[src/rtl/dht11_sensor_responder_if.sv]
// Bus bundle between a DHT11 host-side driver and the sensor responder.
// Carries the enable, payload bytes, data-line level and status pulses.
`timescale 1ns/1ps
interface dht11_sensor_responder_if;
    logic       en;
    logic [7:0] hum_int;
    logic [7:0] hum_dec;
    logic [7:0] temp_int;
    logic [7:0] temp_dec;
    logic       dht_in;
    logic       dht_drive_low;
    logic       busy;
    logic       frame_done;
    logic       short_start;

    modport master (
        output en,
        output hum_int,
        output hum_dec,
        output temp_int,
        output temp_dec,
        output dht_in,
        input  dht_drive_low,
        input  busy,
        input  frame_done,
        input  short_start
    );

    modport slave (
        input  en,
        input  hum_int,
        input  hum_dec,
        input  temp_int,
        input  temp_dec,
        input  dht_in,
        output dht_drive_low,
        output busy,
        output frame_done,
        output short_start
    );
endinterface

[src/rtl/dht11_sensor_responder.sv]
// DHT11 sensor-side emulator: waits for a host start pulse, then
// answers with the response preamble and a 40-bit MSB-first frame.
`timescale 1ns/1ps
module dht11_sensor_responder #(
    parameter int unsigned START_LOW_MIN = 1800000,
    parameter int unsigned RESP_WAIT     = 3000,
    parameter int unsigned RESP_LOW      = 8000,
    parameter int unsigned RESP_HIGH     = 8000,
    parameter int unsigned BIT_LOW       = 5000,
    parameter int unsigned BIT0_HIGH     = 2700,
    parameter int unsigned BIT1_HIGH     = 7000
) (
    input  logic                      clk,
    input  logic                      rst,
    dht11_sensor_responder_if.slave   bus
);
    // Sum of all limits is a cheap upper bound on any single phase length.
    localparam int unsigned MAXP = START_LOW_MIN + RESP_WAIT + RESP_LOW
                                 + RESP_HIGH + BIT_LOW + BIT0_HIGH
                                 + BIT1_HIGH;
    localparam int unsigned CW = $clog2(MAXP + 1);

    typedef enum logic [3:0] {
        IDLE,
        HOST_LOW,
        WAIT_RELEASE,
        RESP_DELAY,
        RESP_LO,
        RESP_HI,
        BIT_LO,
        BIT_HI,
        END_LO
    } state_t;

    state_t        state;
    state_t        state_n;
    logic [1:0]    sync_q;
    logic          sync;
    logic [CW-1:0] cnt;
    logic [CW-1:0] lim;
    logic          phase_done;
    logic [39:0]   sreg;
    logic [5:0]    bit_idx;
    logic [7:0]    csum;
    logic          latch;
    logic          shift;
    logic          drive_n;
    logic          short_n;
    logic          done_n;
    logic          drive_q;
    logic          busy_q;
    logic          done_q;
    logic          short_q;

    assign sync = sync_q[1];
    assign csum = bus.hum_int + bus.hum_dec + bus.temp_int + bus.temp_dec;

    always_comb begin
        lim = '0;
        unique case (state)
            HOST_LOW:   lim = CW'(START_LOW_MIN - 1);
            RESP_DELAY: lim = CW'(RESP_WAIT - 1);
            RESP_LO:    lim = CW'(RESP_LOW - 1);
            RESP_HI:    lim = CW'(RESP_HIGH - 1);
            BIT_LO:     lim = CW'(BIT_LOW - 1);
            BIT_HI:     lim = sreg[39] ? CW'(BIT1_HIGH - 1)
                                       : CW'(BIT0_HIGH - 1);
            END_LO:     lim = CW'(BIT_LOW - 1);
            default:    lim = '0;
        endcase
    end

    assign phase_done = (cnt == lim);

    always_comb begin
        state_n = state;
        unique case (state)
            IDLE: begin
                if (bus.en && !sync) state_n = HOST_LOW;
            end
            HOST_LOW: begin
                if (sync)            state_n = IDLE;
                else if (phase_done) state_n = WAIT_RELEASE;
            end
            WAIT_RELEASE: begin
                if (sync) state_n = RESP_DELAY;
            end
            RESP_DELAY: begin
                if (phase_done) state_n = RESP_LO;
            end
            RESP_LO: begin
                if (phase_done) state_n = RESP_HI;
            end
            RESP_HI: begin
                if (phase_done) state_n = BIT_LO;
            end
            BIT_LO: begin
                if (phase_done) state_n = BIT_HI;
            end
            BIT_HI: begin
                if (phase_done)
                    state_n = (bit_idx == 6'd39) ? END_LO : BIT_LO;
            end
            END_LO: begin
                if (phase_done) state_n = IDLE;
            end
            default: state_n = IDLE;
        endcase
    end

    assign latch   = (state == WAIT_RELEASE) && sync;
    assign shift   = (state == BIT_HI) && phase_done;
    assign short_n = (state == HOST_LOW) && sync;
    assign done_n  = (state == END_LO) && phase_done;
    assign drive_n = (state_n == RESP_LO) || (state_n == BIT_LO)
                  || (state_n == END_LO);

    always_ff @(posedge clk or posedge rst) begin
        if (rst) begin
            state <= IDLE;
        end else begin
            state <= state_n;
        end
    end

    always_ff @(posedge clk or posedge rst) begin
        if (rst) begin
            sync_q <= '0;
        end else begin
            sync_q <= {sync_q[0], bus.dht_in};
        end
    end

    // Every state entry restarts the phase counter.
    always_ff @(posedge clk or posedge rst) begin
        if (rst) begin
            cnt <= '0;
        end else if (state_n != state) begin
            cnt <= '0;
        end else begin
            cnt <= cnt + CW'(1);
        end
    end

    always_ff @(posedge clk or posedge rst) begin
        if (rst) begin
            sreg    <= '0;
            bit_idx <= '0;
        end else if (latch) begin
            sreg    <= {bus.hum_int, bus.hum_dec,
                        bus.temp_int, bus.temp_dec, csum};
            bit_idx <= '0;
        end else if (shift) begin
            sreg    <= {sreg[38:0], 1'b0};
            bit_idx <= bit_idx + 6'd1;
        end
    end

    always_ff @(posedge clk or posedge rst) begin
        if (rst) begin
            drive_q <= 1'b0;
            busy_q  <= 1'b0;
            done_q  <= 1'b0;
            short_q <= 1'b0;
        end else begin
            drive_q <= drive_n;
            busy_q  <= (state_n != IDLE);
            done_q  <= done_n;
            short_q <= short_n;
        end
    end

    assign bus.dht_drive_low = drive_q;
    assign bus.busy          = busy_q;
    assign bus.frame_done    = done_q;
    assign bus.short_start   = short_q;
endmodule

[src/flat_wrapper.sv]
// flat-port wrapper written by rule: the top's interface ports become plain ports
module dht11_sensor_responder_flat 
#(
    parameter int unsigned START_LOW_MIN = 1800000,
    parameter int unsigned RESP_WAIT     = 3000,
    parameter int unsigned RESP_LOW      = 8000,
    parameter int unsigned RESP_HIGH     = 8000,
    parameter int unsigned BIT_LOW       = 5000,
    parameter int unsigned BIT0_HIGH     = 2700,
    parameter int unsigned BIT1_HIGH     = 7000
)
  (clk, rst, bus_en, bus_hum_int, bus_hum_dec, bus_temp_int, bus_temp_dec, bus_dht_in, bus_dht_drive_low, bus_busy, bus_frame_done, bus_short_start);
  dht11_sensor_responder_if bus_i ();
  input  logic clk;
  input  logic rst;
  input wire logic [$bits(bus_i.en)-1:0] bus_en;
  input wire logic [$bits(bus_i.hum_int)-1:0] bus_hum_int;
  input wire logic [$bits(bus_i.hum_dec)-1:0] bus_hum_dec;
  input wire logic [$bits(bus_i.temp_int)-1:0] bus_temp_int;
  input wire logic [$bits(bus_i.temp_dec)-1:0] bus_temp_dec;
  input wire logic [$bits(bus_i.dht_in)-1:0] bus_dht_in;
  output wire logic [$bits(bus_i.dht_drive_low)-1:0] bus_dht_drive_low;
  output wire logic [$bits(bus_i.busy)-1:0] bus_busy;
  output wire logic [$bits(bus_i.frame_done)-1:0] bus_frame_done;
  output wire logic [$bits(bus_i.short_start)-1:0] bus_short_start;
  assign bus_i.en = bus_en;
  assign bus_i.hum_int = bus_hum_int;
  assign bus_i.hum_dec = bus_hum_dec;
  assign bus_i.temp_int = bus_temp_int;
  assign bus_i.temp_dec = bus_temp_dec;
  assign bus_i.dht_in = bus_dht_in;
  assign bus_dht_drive_low = bus_i.dht_drive_low;
  assign bus_busy = bus_i.busy;
  assign bus_frame_done = bus_i.frame_done;
  assign bus_short_start = bus_i.short_start;
  dht11_sensor_responder #(.START_LOW_MIN(START_LOW_MIN), .RESP_WAIT(RESP_WAIT), .RESP_LOW(RESP_LOW), .RESP_HIGH(RESP_HIGH), .BIT_LOW(BIT_LOW), .BIT0_HIGH(BIT0_HIGH), .BIT1_HIGH(BIT1_HIGH)) u_core (.clk(clk), .rst(rst), .bus(bus_i));
endmodule
[config.mk]
export PLATFORM = sky130hd
export DESIGN_NAME = dht11_sensor_responder_flat
export DESIGN_NICKNAME = d
export VERILOG_FILES = /design/src/rtl/dht11_sensor_responder_if.sv /design/src/rtl/dht11_sensor_responder.sv /design/src/flat_wrapper.sv
export SDC_FILE = /design/constraint.sdc
export NUM_CORES = 1
export LEC_CHECK = 0
export ABC_AREA = 1
export CAP_MARGIN = 20
export CORE_MARGIN = 3
export CORE_UTILIZATION = 58
export CTS_BUF_LIST = sky130_fd_sc_hd__clkbuf_4 sky130_fd_sc_hd__clkbuf_8 sky130_fd_sc_hd__clkbuf_16
export CTS_CLUSTER_DIAMETER = 100
export DETAILED_ROUTE_END_ITERATION = 10
export PLACE_DENSITY = 0.9
export SLEW_MARGIN = 20
export SYNTH_ARGS = -nofsm -noshare
export SYNTH_HDL_FRONTEND = slang
export SYNTH_SLANG_ARGS = --single-unit
[constraint.sdc]
create_clock -name clk -period 7.3 [get_ports clk]
set_input_delay 1.825 -clock clk [delete_from_list [all_inputs] [get_ports clk]]
set_output_delay 1.825 -clock clk [all_outputs]
set_load 0.1 [all_outputs]
* Word-level counts from Yosys, hierarchy flattened
Cells that the tools add are included.
W data, S select, Z words.
** Operators by class
- Add/sub/neg operators :: 5
- Reductions and logical operators :: 13
- Equality and inequality tests :: 14
- Muxes and demuxes :: 19
** Operators with widths (number)
- $pmux W21 S5 :: 1
- $mux W40 :: 2
- $mux W4 :: 11
- $pmux W4 S9 :: 1
- $add A8 B8 Y8 :: 3
- $eq A4 B3 Y1 const B :: 6
- $add A21 B1 Y21 const B :: 1
- $eq A21 B21 Y1 :: 1
- $mux W21 :: 1
- $mux W13 :: 1
- $mux W6 :: 2
- $eq A4 B2 Y1 const B :: 2
- $eq A4 B4 Y1 const B :: 2
- $add A6 B1 Y6 const B :: 1
- $eq A6 B6 Y1 const B :: 1
- $logic_and A1 B1 Y1 :: 5
- $eq A4 B1 Y1 const B :: 1
- $logic_not A4 Y1 :: 1
- $ne A4 B4 Y1 :: 1
- $reduce_bool A4 Y1 :: 1
- $reduce_or A2 Y1 :: 2
- $logic_or A1 B1 Y1 :: 2
- $reduce_bool A2 Y1 :: 1
- $logic_not A1 Y1 :: 1
** Storage, ports and cells
- Word-level logic and storage cells :: 60
- Bits of input ports :: 36
- Flip-flop bits (word level) :: 77

* Longest topological paths before layout
Gate-level depths: netlist of the first run.
- Depth in word-level cells :: 10
- Mapped depth :: 22
- Depth with buffers taken out :: 21

* Worst setup path before layout of the first run
Ideal clock, no wire load.
- Path kind :: input-to-reg
- Start :: input bus_temp_dec[1]
- End :: register u_core.sreg[7]
- Library setup time :: 0.090 ns
- Slack :: 3.055 ns
- Required time :: 7.210 ns
- Arrival :: 4.155 ns
- Stages :: 11
- Cells stage by stage :: fa_1 fa_1 ha_1 inv_1 fa_1 o21ai_0 a21oi_1 inv_1 a21oi_1 xor2_1 o221ai_1
** Between the ends
- Longest elaborated chain between the ends :: 2
** Ends and longest elaborated chain
- start: declaration :: line flat_wrapper.sv:20 : input wire logic [$bits(bus_i.temp_dec)-1:0] bus_temp_dec;
- $add A8 B8 Y8 :: line dht11_sensor_responder.sv:56 : assign csum = bus.hum_int + bus.hum_dec + bus.temp_int + bus.temp_dec;
- $mux W40 :: line dht11_sensor_responder.sv:149 : end else if (latch) begin
- end signal: assignment :: line dht11_sensor_responder.sv:150 : sreg <= {bus.hum_int, bus.hum_dec,
- end signal: assignment :: line dht11_sensor_responder.sv:154 : sreg <= {sreg[38:0], 1'b0};
- end: declaration :: line dht11_sensor_responder.sv:42 : logic [39:0] sreg;
Every way passes these cells.
A chain may end at the register's enable or synchronous reset.

* Worst setup path in the final report of the first run
Ends and elaborated chain as after synthesis.

==> results of run 1 <==
per-layer routing:
layer  routed length [µm]  GRT usage
met5                    0          0
met4                  333     0.0983
met3                  603     0.0490
met2                 5530      0.426
met1                 4710      0.320
report_power, final:
part           total (mW)  switching, mW  leakage, nW  internal [mW]
Combinational       0.776          0.508         1.46          0.268
Clock               0.365          0.171        0.110          0.194
Sequential          0.604         0.0616        0.939          0.543
metrics by stage:
step	instance area, µm²	utilization	std cells	hold WS [ns]
floorplan	4770	-	608	0.331
detailed placement	5220	0.665	735	0.346
CTS	5440	0.693	751	0.369
finish	5440	0.693	751	0.368
global route	5440	0.693	751	0.384
global placement	5220	0.665	735	0.343
Yosys cell counts, types with 2 or more instances:
library cell	number	area share
sky130_fd_sc_hd__nand3_2	2	0.0042
sky130_fd_sc_hd__a31oi_1	2	0.0026
sky130_fd_sc_hd__nand3b_1	2	0.0031
sky130_fd_sc_hd__dfrtp_1	77	0.40
sky130_fd_sc_hd__ha_1	9	0.024
sky130_fd_sc_hd__nor2_1	51	0.040
sky130_fd_sc_hd__fa_1	14	0.059
sky130_fd_sc_hd__buf_6	2	0.0047
sky130_fd_sc_hd__nand4_1	8	0.011
sky130_fd_sc_hd__o31ai_1	2	0.0031
sky130_fd_sc_hd__clkbuf_1	11	0.0087
sky130_fd_sc_hd__buf_2	2	0.0021
sky130_fd_sc_hd__buf_4	2	0.0031
sky130_fd_sc_hd__xor2_1	18	0.033
sky130_fd_sc_hd__o21ai_0	52	0.055
sky130_fd_sc_hd__a22o_1	5	0.0092
sky130_fd_sc_hd__nand2_1	154	0.12
sky130_fd_sc_hd__a21oi_1	7	0.0074
sky130_fd_sc_hd__nor3_1	6	0.0063
sky130_fd_sc_hd__o21ai_1	4	0.0042
sky130_fd_sc_hd__inv_2	6	0.0047
sky130_fd_sc_hd__o21bai_1	2	0.0031
sky130_fd_sc_hd__a211oi_1	3	0.0047
sky130_fd_sc_hd__nand3_1	43	0.045
sky130_fd_sc_hd__inv_1	67	0.053
sky130_fd_sc_hd__o211ai_1	7	0.011
sky130_fd_sc_hd__nand2_2	7	0.0092
sky130_fd_sc_hd__xnor2_1	8	0.015
sky130_fd_sc_hd__clkinv_1	2	0.0016
sky130_fd_sc_hd__nor2_2	25	0.033
final cells by class:
cell class                      instances  area share
Sequential cell                        77       0.354
Timing Repair Buffer                   42      0.0759
Inverter                               75      0.0517
Tap cell                              102      0.0235
Clock buffer                            9      0.0228
Multi-Input combinational cell        439       0.454
Clock inverter                          7      0.0182
registers in the layout (all words and copies together), names as in the netlist:
| register | flops |
|---|---|
| u_core.bit_idx | 6 |
| u_core.sreg | 40 |
| u_core.bus.short_start | 1 |
| u_core.state | 4 |
| u_core.bus.dht_drive_low | 1 |
| u_core.bus.frame_done | 1 |
| u_core.sync_q | 2 |
| u_core.cnt | 21 |
| u_core.bus.busy | 1 |
worst max-delay path by stage:
stage | end | cells after the start
after floorplan | u_core.sreg[7]$_DFFE_PP0P_ | 11
after global placement | u_core.sreg[7]$_DFFE_PP0P_ | 12
after detailed placement | u_core.sreg[7]$_DFFE_PP0P_ | 12
after CTS | u_core.sreg[7]$_DFFE_PP0P_ | 12
after global routing | u_core.sreg[7]$_DFFE_PP0P_ | 12
final | u_core.sreg[7]$_DFFE_PP0P_ | 12
kinds of logic after synthesis:
group | count (synthesis) | synth area share
compound gates | 86 | 0.104
fa+ha+maj | 23 | 0.0824
simple gates | 304 | 0.284
xor+xnor | 26 | 0.0478
buf+inv | 92 | 0.0777
flops | 77 | 0.404
cell usage in the layout, fill, tap and decap left out, types with 2 or more instances in the layout:
cell | synthesis | final
sky130_fd_sc_hd__bufinv_16 | 0 | 2
sky130_fd_sc_hd__xor2_1 | 18 | 18
sky130_fd_sc_hd__nand3b_1 | 2 | 2
sky130_fd_sc_hd__a31oi_1 | 2 | 2
sky130_fd_sc_hd__fa_1 | 14 | 14
sky130_fd_sc_hd__clkbuf_8 | 0 | 9
sky130_fd_sc_hd__nand2_1 | 154 | 154
sky130_fd_sc_hd__clkinv_4 | 0 | 2
sky130_fd_sc_hd__buf_4 | 2 | 3
sky130_fd_sc_hd__o21ai_0 | 52 | 52
sky130_fd_sc_hd__nor2_1 | 51 | 51
sky130_fd_sc_hd__clkinv_1 | 2 | 2
sky130_fd_sc_hd__nand2_2 | 7 | 7
sky130_fd_sc_hd__clkdlybuf4s50_1 | 0 | 39
sky130_fd_sc_hd__inv_2 | 6 | 7
sky130_fd_sc_hd__nor2_2 | 25 | 25
sky130_fd_sc_hd__dfrtp_1 | 77 | 77
sky130_fd_sc_hd__a22o_1 | 5 | 5
sky130_fd_sc_hd__a211oi_1 | 3 | 3
sky130_fd_sc_hd__nand3_1 | 43 | 43
sky130_fd_sc_hd__xnor2_1 | 8 | 8
sky130_fd_sc_hd__a21oi_1 | 7 | 7
sky130_fd_sc_hd__o21ai_1 | 4 | 4
sky130_fd_sc_hd__nand4_1 | 8 | 8
sky130_fd_sc_hd__inv_1 | 67 | 66
sky130_fd_sc_hd__o21bai_1 | 2 | 2
sky130_fd_sc_hd__nor3_1 | 6 | 6
sky130_fd_sc_hd__nand3_2 | 2 | 2
sky130_fd_sc_hd__o31ai_1 | 2 | 2
sky130_fd_sc_hd__ha_1 | 9 | 9
sky130_fd_sc_hd__o211ai_1 | 7 | 7
worst reg2reg max path: cells and delay by family, from the launching register on:
family / cells / cell delay, ns
and+or+nand+nor: 12 / 2.17
DFF: 1 / 0.47
AOI/OAI and AO/OA: 1 / 0.12
buffers and inverters: 3 / 0.55
==> results.py, run 1 <==
metrics = {
    "min_path": {
        "source_of_the_worst_hold_timing_path": "u_core.sync_q[0]$_DFF_PP0_",
        "worst_hold_path_type": "register to register",
        "min_path_cells": 0,
        "timing.hold.worst_endpoint": "u_core.sync_q[1]$_DFF_PP0_",
    },
    "critical_path": {
        "worst-setup-path-type": "primary input to register",
        "timing.rr.start": "u_core.state[3]$_DFF_PP0_",
        "crit_path_top_delay_cell": "sky130_fd_sc_hd__fa_1",
        "cpMostUsedCell": "sky130_fd_sc_hd__fa_1",
        "critical_path.endpoint_type": "register",
        "path_max_fanout": 2,
        "worst_path_dominant_cell_family": "adder cells",
        "worst-endpoint-arrival_ns": 4.89,
        "cp.buffers_inverters": 3,
        "reg2reg_to": "u_core.sreg[7]$_DFFE_PP0P_",
        "start_kind": "primary input",
        "reg2reg_depth": 16,
        "cp_slowest_stage_delay_ns": 0.54,
        "cp.required_ns": 7.55,
        "reg2reg_setup_slack_ns": 3.85,
        "worstPathCellList": "clkdlybuf4s50_1, fa_1, fa_1, ha_1, inv_1, fa_1, o21ai_0, a21oi_1, inv_1, a21oi_1, xor2_1, o221ai_1",
        "cp-startpoint": "bus_temp_dec[1]",
    },
    "timing": {
        "fin_worst_skew_ns": 0.00943,
        "count_of_final_hold_check_violations": 0,
        "rsz0062_at_grt": "false",
        "period_share": 0.636,
        "finalCriticalPeriod_ns": 4.64,
        "finalSetupTns_ns": 0,
        "maximum_clock_frequency_mhz": 215,
        "timing.final.ws_setup_ns": 2.66,
        "worstMarginPinSlew_ns": 0.966,
        "slew-limit-headroom": 0.354,
        "drv_slew": 0,
        "finalSetupViolCount": 0,
    },
    "synthesis": {
        "syn_nets": 667,
        "syn-mean-instance-area_um2": 7.84,
        "synth-async-reset-ratio": 1.00,
        "yosys_register_bits": 77,
        "synthesis.yosys.warnings": 0,
        "synth_enable_flop_cells": 0,
        "synthCells": 608,
        "yosys_most_used_dff": "sky130_fd_sc_hd__dfrtp_1",
        "syn_area_mm2": 0.00477,
        "yosysUniqueCellTypes": 38,
        "synth_seq_area_share": 0.404,
    },
    "placed_design": {
        "place.port_buffers": 39,
        "detailedPlacementHpwl_um": 8180,
        "place.gp.congestion": 0.885,
        "placement.setup.worst_slack_ns": 2.31,
    },
    "layout": {
        "seqCellArea_mm2": 0.00193,
        "synthToLayoutAreaGrowth_pct": 14.2,
        "nNetsFinal": 703,
        "antenna_cells_inserted": 0,
        "total_area_of_multi_input_combinational_cells_mm2": 0.00247,
        "final.fill_count": 614,
        "fraction_of_final_layout_cells_sized_beyond_drive_strength_1": 0.0986,
    },
    "detailed_routing": {
        "ant_nets": 0,
        "drt_drc_violations_left": 0,
        "detail_route.iter0.violations": 273,
        "detail_route.vias_per_cell": 5.57,
        "detailroute.via_count": 4185,
        "drt_pre_antenna_iters": 5,
        "avgRoutedWirePerCell_um": 14.9,
        "routed_wl_um": 11200,
    },
    "power": {
        "cellPowerDensity_mw_per_mm2": 321,
        "total_leakage_power_nw": 2.51,
        "power.total_mw": 1.75,
        "vdd_ir_drop_max_uv": 240,
    },
    "outcome": {
        "status": "completed",
    },
    "cts": {
        "clk_latency_ns": 0.34,
        "cts.repair_timing.setup_buffer_count": 0,
        "cts_tree": "done",
        "cts_buffers": 9,
        "cts.repair.resized": 0,
        "cts-root-buf": "sky130_fd_sc_hd__clkbuf_8",
        "cts_htree_levels": 3,
        "clkSinkCount": 77,
        "cts_max_path_buffers": 2,
        "cts.reportedPaths.clkPinSlew_ns": 0.09,
        "cts_hold_repair.buffers": 0,
    },
    "floorplanning": {
        "std_cell_rows": 32,
        "coreArea_mm2": 0.00785,
        "chipWidth_um": 96.6,
        "floorplan.die.height_um": 96.6,
        "starting_density_of_the_core": 0.607,
        "top_level_ports": 40,
        "die_area_mm2": 0.00934,
    },
    "global_routing": {
        "antenna_found_initial": 0,
        "grt_pass1_wl_um": 19400,
        "pin_count_of_the_biggest_net_entering_global_routing": 78,
        "gr-usage-all-layers": 0.252,
        "global_route.overflow_total": 0,
        "via_count_of_the_first_global_routing_pass": 4239,
    },
    "run": {
        "maxCapViolations": 0,
    },
}
Power figures use the tool's default switching activity.
==> run 2, diff against run 1 <==
==> constraint.sdc (replaced) <==
create_clock -name clk -period 4.8 [get_ports clk]
set_input_delay 1.2 -clock clk [delete_from_list [all_inputs] [get_ports clk]]
set_output_delay 1.2 -clock clk [all_outputs]
set_load 0.1 [all_outputs]
==> run 2 against run 1 <==
Net effect:
- total power is 51% higher
- critical endpoint unchanged
- design area down 0.21%
- sequential power grew 53%
- largest cell class unchanged
- sequential share of layout area up 0.073 points
- largest power group unchanged
- cell count is 0.13% higher
- die area unchanged
==> results.py, run 2 (synthesis gave the netlist of run 1 again) <==
metrics = {
    "global_routing": {
        "grt_pass1_wl_um": 19900,
        "pin_count_of_the_biggest_net_entering_global_routing": 62,
        "antenna_found_initial": 0,
        "global_route.overflow_total": 0,
        "gr-usage-all-layers": 0.263,
        "via_count_of_the_first_global_routing_pass": 4383,
    },
    "power": {
        "vdd_ir_drop_max_uv": 274,
        "power.combinational.fraction": 0.454,
        "power.sequential.fraction": 0.349,
        "power.switching_mw": 1.16,
        "power.share.switching": 0.440,
        "total_leakage_power_nw": 2.50,
        "intPower_mw": 1.48,
        "cellPowerDensity_mw_per_mm2": 487,
        "share_of_total_power_in_the_clock_network": 0.197,
    },
    "timing": {
        "drv_slew": 0,
        "finalSetupTns_ns": 0,
        "fin_worst_skew_ns": 0.0133,
        "finalCriticalPeriod_ns": 3.93,
        "count_of_final_hold_check_violations": 0,
        "maximum_clock_frequency_mhz": 254,
        "slew-limit-headroom": 0.348,
        "period_share": 0.819,
        "timing.final.ws_setup_ns": 0.869,
        "worstMarginPinSlew_ns": 0.975,
        "finalSetupViolCount": 0,
        "rsz0062_at_grt": "false",
    },
    "layout": {
        "final.fill_count": 617,
        "mostFrequentLayoutCell": "sky130_fd_sc_hd__nand2_1",
        "synthToLayoutAreaGrowth_pct": 13.9,
        "antenna_cells_inserted": 0,
        "largest_register_ff_count": 40,
        "commonest_cells_after_routing_fill_and_taps_aside": "154 x sky130_fd_sc_hd__nand2_1, 77 x sky130_fd_sc_hd__dfrtp_1, 66 x sky130_fd_sc_hd__inv_1",
        "fraction_of_final_layout_cells_sized_beyond_drive_strength_1": 0.100,
        "biggestRegsByFlops": "u_core.sreg: 40 flops, u_core.cnt: 21 flops, u_core.bit_idx: 6 flops",
        "largest_register": "u_core.sreg",
        "nNetsFinal": 704,
    },
    "floorplanning": {
        "starting_density_of_the_core": 0.607,
        "die_area_mm2": 0.00934,
        "top_level_ports": 40,
        "chipWidth_um": 96.6,
        "std_cell_rows": 32,
        "floorplan.die.height_um": 96.6,
        "coreArea_mm2": 0.00785,
    },
    "cts": {
        "cts.reportedPaths.clkPinSlew_ns": 0.09,
        "cts-root-buf": "sky130_fd_sc_hd__clkbuf_8",
        "cts.repair.resized": 0,
        "cts_hold_repair.buffers": 0,
        "clk_latency_ns": 0.36,
        "cts_htree_levels": 3,
        "cts_max_path_buffers": 2,
        "cts_tree": "done",
        "cts.repair_timing.setup_buffer_count": 0,
        "clkSinkCount": 77,
        "cts_buffers": 9,
    },
    "detailed_routing": {
        "detail_route.vias_per_cell": 5.59,
        "routed_wl_um": 11600,
        "detailroute.via_count": 4201,
        "ant_nets": 0,
        "avgRoutedWirePerCell_um": 15.4,
        "drt_pre_antenna_iters": 5,
        "drt_drc_violations_left": 0,
        "detail_route.iter0.violations": 202,
    },
    "outcome": {
        "status": "completed",
    },
    "run": {
        "maxCapViolations": 0,
    },
    "critical_path": {
        "start_kind": "primary input",
        "worst-setup-path-type": "primary input to register",
        "path_max_fanout": 2,
        "worst-endpoint-arrival_ns": 4.20,
        "cp.required_ns": 5.07,
        "reg2reg_setup_slack_ns": 1.61,
        "critical_path.endpoint_type": "register",
    },
    "min_path": {
        "worst_hold_path_type": "register to register",
    },
    "placed_design": {
        "placement.setup.worst_slack_ns": 0.489,
        "place.port_buffers": 39,
        "detailedPlacementHpwl_um": 8610,
        "place.gp.congestion": 0.912,
    },
}
run 2: cell types whose count changed in the layout (fill, tap and decap cells not counted), sizes merged:
cell	previous run	this run
inv	74	76
bufinv	2	1
clkinv	5	3
clkinvlp	1	2
buf	3	4
run 2: metrics by stage:
step / instances / total power [mW] / utilization / cell area, µm² / hold slack [ns]
final: 752 / 2.64 / 0.692 / 5430 / 0.362
after detailed placement: 736 / 2.12 / 0.666 / 5230 / 0.341
after global placement: 736 / 2.06 / 0.666 / 5230 / 0.339
after CTS: 752 / 2.64 / 0.692 / 5430 / 0.366
after floorplan: 608 / 1.85 / - / 4770 / 0.331
after global routing: 752 / 2.86 / 0.692 / 5430 / 0.384
run 2: critical path, cell delays in order:
cell	delay, ns
sky130_fd_sc_hd__clkdlybuf4s50_1	0.47
sky130_fd_sc_hd__fa_1	0.52
sky130_fd_sc_hd__fa_1	0.52
sky130_fd_sc_hd__ha_1	0.17
sky130_fd_sc_hd__inv_1	0.06
sky130_fd_sc_hd__fa_1	0.41
sky130_fd_sc_hd__o21ai_0	0.28
sky130_fd_sc_hd__a21oi_1	0.10
sky130_fd_sc_hd__inv_1	0.07
sky130_fd_sc_hd__a21oi_1	0.07
sky130_fd_sc_hd__xor2_1	0.15
sky130_fd_sc_hd__o221ai_1	0.17
run 2: final cells by class:
cell class	instances	area (µm²)	share of cell area
Clock buffer	9	124	0.0228
Timing Repair Buffer	43	420	0.0774
Multi-Input combinational cell	439	2470	0.455
Inverter	75	282	0.0519
Tap cell	102	128	0.0235
Clock inverter	7	80.1	0.0147
Sequential cell	77	1930	0.355
run 2: worst paths after layout:
path | startpoint | to | cells past startpoint
min reg2reg | u_core.sync_q[0]$_DFF_PP0_ | u_core.sync_q[1]$_DFF_PP0_ | 0
max in group asynchronous | rst | u_core.sreg[31]$_DFFE_PP0P_ | 3
min | u_core.sync_q[0]$_DFF_PP0_ | u_core.sync_q[1]$_DFF_PP0_ | 0
max reg2reg | u_core.state[0]$_DFF_PP0_ | u_core.cnt[20]$_DFF_PP0_ | 18
min in group asynchronous | rst | u_core.sreg[16]$_DFFE_PP0P_ | 2
max | bus_temp_dec[1] | u_core.sreg[7]$_DFFE_PP0P_ | 12
run 2: routing by layer:
layer / GRT usage / wire [µm]
met5: 0 / 0
met4: 0.145 / 520
met3: 0.0483 / 566
met2: 0.444 / 5650
met1: 0.316 / 4830
run 2: power by group through the flow:
stage | clock [mW] | combinational, mW | sequential [mW]
6_report | 0.521 | 1.20 | 0.922
5_1_grt | 0.555 | 1.36 | 0.940
4_1_cts | 0.524 | 1.20 | 0.919
3_5_place_dp | 0 | 1.18 | 0.931
3_3_place_gp | 0 | 1.14 | 0.920
2_1_floorplan | 0 | 0.889 | 0.958
==> run 3, diff against run 2 <==
==> constraint.sdc (replaced) <==
create_clock -name clk -period 3.9 [get_ports clk]
set_input_delay 0.975 -clock clk [delete_from_list [all_inputs] [get_ports clk]]
set_output_delay 0.975 -clock clk [all_outputs]
set_load 0.1 [all_outputs]
==> run 3 against run 2 <==
Net effect:
- core utilization grew 1.2 points
- highest routed layer unchanged
- first-iteration DRC count grew 26%
- die area is the same
- non-clock buffer count grew 4
- sequential share of layout area shrank 0.60 points
- cell count grew 0.53%
- count of clock-buffer cells in the layout grew 1
- design area grew 1.7%
- combinational power grew 25%
- via count is essentially flat
- flip-flop and latch count is the same
- setup slack lost 0.62 ns
==> results.py, run 3 (synthesis gave the netlist of run 1 again) <==
metrics = {
    "outcome": {
        "status": "completed",
    },
    "detailed_routing": {
        "detail_route.vias_per_cell": 5.56,
        "detailroute.via_count": 4202,
        "routed_wl_um": 11500,
        "ant_nets": 0,
        "drt_drc_violations_left": 0,
        "drt_pre_antenna_iters": 5,
        "detail_route.iter0.violations": 254,
        "avgRoutedWirePerCell_um": 15.3,
    },
    "global_routing": {
        "antenna_found_initial": 0,
        "global_route.overflow_total": 0,
        "grt_pass1_wl_um": 19500,
        "pin_count_of_the_biggest_net_entering_global_routing": 62,
        "gr-usage-all-layers": 0.257,
        "via_count_of_the_first_global_routing_pass": 4241,
    },
    "critical_path": {
        "cpMostUsedCell": "sky130_fd_sc_hd__fa_1",
        "worst-setup-path-type": "primary input to register",
        "reg2reg_depth": 16,
        "critical_path.endpoint_type": "register",
        "cp_slowest_stage_delay_ns": 0.54,
        "timing.rr.start": "u_core.state[3]$_DFF_PP0_",
        "worst-endpoint-arrival_ns": 3.89,
        "reg2reg_setup_slack_ns": 0.86,
        "reg2reg_to": "u_core.sreg[29]$_DFFE_PP0P_",
        "path_max_fanout": 2,
        "cp.required_ns": 4.14,
        "worstPathCellList": "clkdlybuf4s50_1, fa_1, fa_1, ha_1, inv_1, fa_1, o21ai_1, buf_4, xor2_1, nand2_1, o21ai_0, o21ai_1",
        "start_kind": "primary input",
        "crit_path_top_delay_cell": "sky130_fd_sc_hd__fa_1",
    },
    "layout": {
        "biggestRegsByFlops": "u_core.sreg: 40 flops, u_core.cnt: 21 flops, u_core.bit_idx: 6 flops",
        "nNetsFinal": 708,
        "largest_register": "u_core.sreg",
        "commonest_cells_after_routing_fill_and_taps_aside": "154 x sky130_fd_sc_hd__nand2_1, 77 x sky130_fd_sc_hd__dfrtp_1, 66 x sky130_fd_sc_hd__inv_1",
        "synthToLayoutAreaGrowth_pct": 15.9,
        "final-instance-count-excl-fill": 756,
        "largest_register_ff_count": 40,
        "antenna_cells_inserted": 0,
        "fraction_of_final_layout_cells_sized_beyond_drive_strength_1": 0.106,
        "mostFrequentLayoutCell": "sky130_fd_sc_hd__nand2_1",
    },
    "floorplanning": {
        "std_cell_rows": 32,
        "coreArea_mm2": 0.00785,
        "starting_density_of_the_core": 0.607,
        "floorplan.die.height_um": 96.6,
        "die_area_mm2": 0.00934,
        "top_level_ports": 40,
        "chipWidth_um": 96.6,
    },
    "power": {
        "vdd_ir_drop_max_uv": 467,
        "power.total_mw": 3.40,
        "cellPowerDensity_mw_per_mm2": 616,
        "power.share.switching": 0.417,
        "power.combinational.fraction": 0.440,
        "share_of_total_power_in_the_clock_network": 0.226,
        "intPower_mw": 1.98,
        "power.sequential.fraction": 0.334,
        "total_leakage_power_nw": 2.55,
        "power.switching_mw": 1.42,
    },
    "placed_design": {
        "place.port_buffers": 39,
        "dp_cells": 740,
        "detailedPlacementHpwl_um": 8360,
        "place.gp.congestion": 1.03,
    },
    "timing": {
        "drv_slew": 0,
        "finalCriticalPeriod_ns": 3.65,
        "worstMarginPinSlew_ns": 0.964,
        "finalSetupViolCount": 0,
        "rsz0062_at_grt": "false",
        "period_share": 0.935,
        "fin_worst_skew_ns": 0.0114,
        "maximum_clock_frequency_mhz": 274,
        "hold_slack_ns": 0.348,
        "slew-limit-headroom": 0.355,
        "count_of_final_hold_check_violations": 0,
    },
    "cts": {
        "cts_tree": "done",
        "cts.repair_timing.setup_buffer_count": 0,
        "cts_buffers": 9,
        "clkSinkCount": 77,
        "cts_htree_levels": 3,
        "cts-root-buf": "sky130_fd_sc_hd__clkbuf_8",
        "cts_max_path_buffers": 2,
        "cts.reportedPaths.clkPinSlew_ns": 0.09,
        "clk_latency_ns": 0.36,
    },
    "min_path": {
        "worst_hold_path_type": "register to register",
        "source_of_the_worst_hold_timing_path": "u_core.sync_q[0]$_DFF_PP0_",
        "timing.hold.worst_endpoint": "u_core.sync_q[1]$_DFF_PP0_",
        "min_path_cells": 0,
    },
    "run": {
        "maxCapViolations": 0,
    },
}
[run 3: cell count changes in the layout (fill, tap and decap cells not counted), sizes merged]
cell / change
bufinv: +2
buf: +4
clkbuf: +1
clkinv: -1
clkinvlp: -2
[run 3: timing repair]
| item | in CTS | in global routing |
|---|---|---|
| resized for setup | 0 | 1 |
| setup endpoints to repair | 0 | 1 |
| hold buffers | 0 | 0 |
[run 3: routing by layer]
metal / GRT usage / vias up / wire, µm
met3: 0.0570 / 51 / 838
li1: - / 2029 / -
met4: 0.149 / 0 / 604
met5: 0 / - / 0
met2: 0.429 / 187 / 5500
met1: 0.305 / 1935 / 4600
[run 3: how the worst max path moves through the flow]
stage,startpoint,to,depth (start not counted)
2_1_floorplan,bus_temp_dec[1],u_core.sreg[7]$_DFFE_PP0P_,11
3_3_place_gp,bus_temp_dec[1],u_core.sreg[5]$_DFFE_PP0P_,12
3_5_place_dp,bus_temp_dec[1],u_core.sreg[7]$_DFFE_PP0P_,12
4_1_cts,bus_temp_dec[1],u_core.sreg[7]$_DFFE_PP0P_,12
5_1_grt,bus_temp_dec[3],u_core.sreg[6]$_DFFE_PP0P_,12
6_report,bus_temp_dec[1],u_core.sreg[5]$_DFFE_PP0P_,12
[run 3: power groups by stage]
stage	sequential [mW]	clock, mW	combinational (mW)
2_1_floorplan	1.18	0	1.09
3_3_place_gp	1.13	0	1.41
3_5_place_dp	1.14	0	1.46
4_1_cts	1.13	0.774	1.48
5_1_grt	1.16	0.806	1.70
6_report	1.14	0.768	1.50
[run 3: final cells by class]
type / instances / area [µm²]
Clock buffer: 10 / 138
Clock inverter: 6 / 116
Fill cell: 583 / 2330
Inverter: 75 / 282
Multi-Input combinational cell: 439 / 2470
Sequential cell: 77 / 1930
Tap cell: 102 / 128
Timing Repair Buffer: 47 / 463
[run 3: critical path, delay by kind of cell]
kind / cells / cell delay [ns]
buffers and inverters: 3 / 0.67
xor gates and xnor gates: 1 / 0.15
and+or+nand+nor: 1 / 0.06
adders and majority gates: 4 / 1.62
AOI/OAI and AO/OA: 3 / 0.40
[run 3: per-stage QoR]
step	utilization	setup slack, ns	cell area [µm²]	TNS, ns
final	0.704	0.253	5520	0
after floorplan	-	0.505	4770	0
after global placement	0.671	-0.0384	5270	-0.0486
after CTS	0.704	0.172	5520	0
after global routing	0.704	0.0602	5520	0
after detailed placement	0.671	-0.101	5270	-0.287
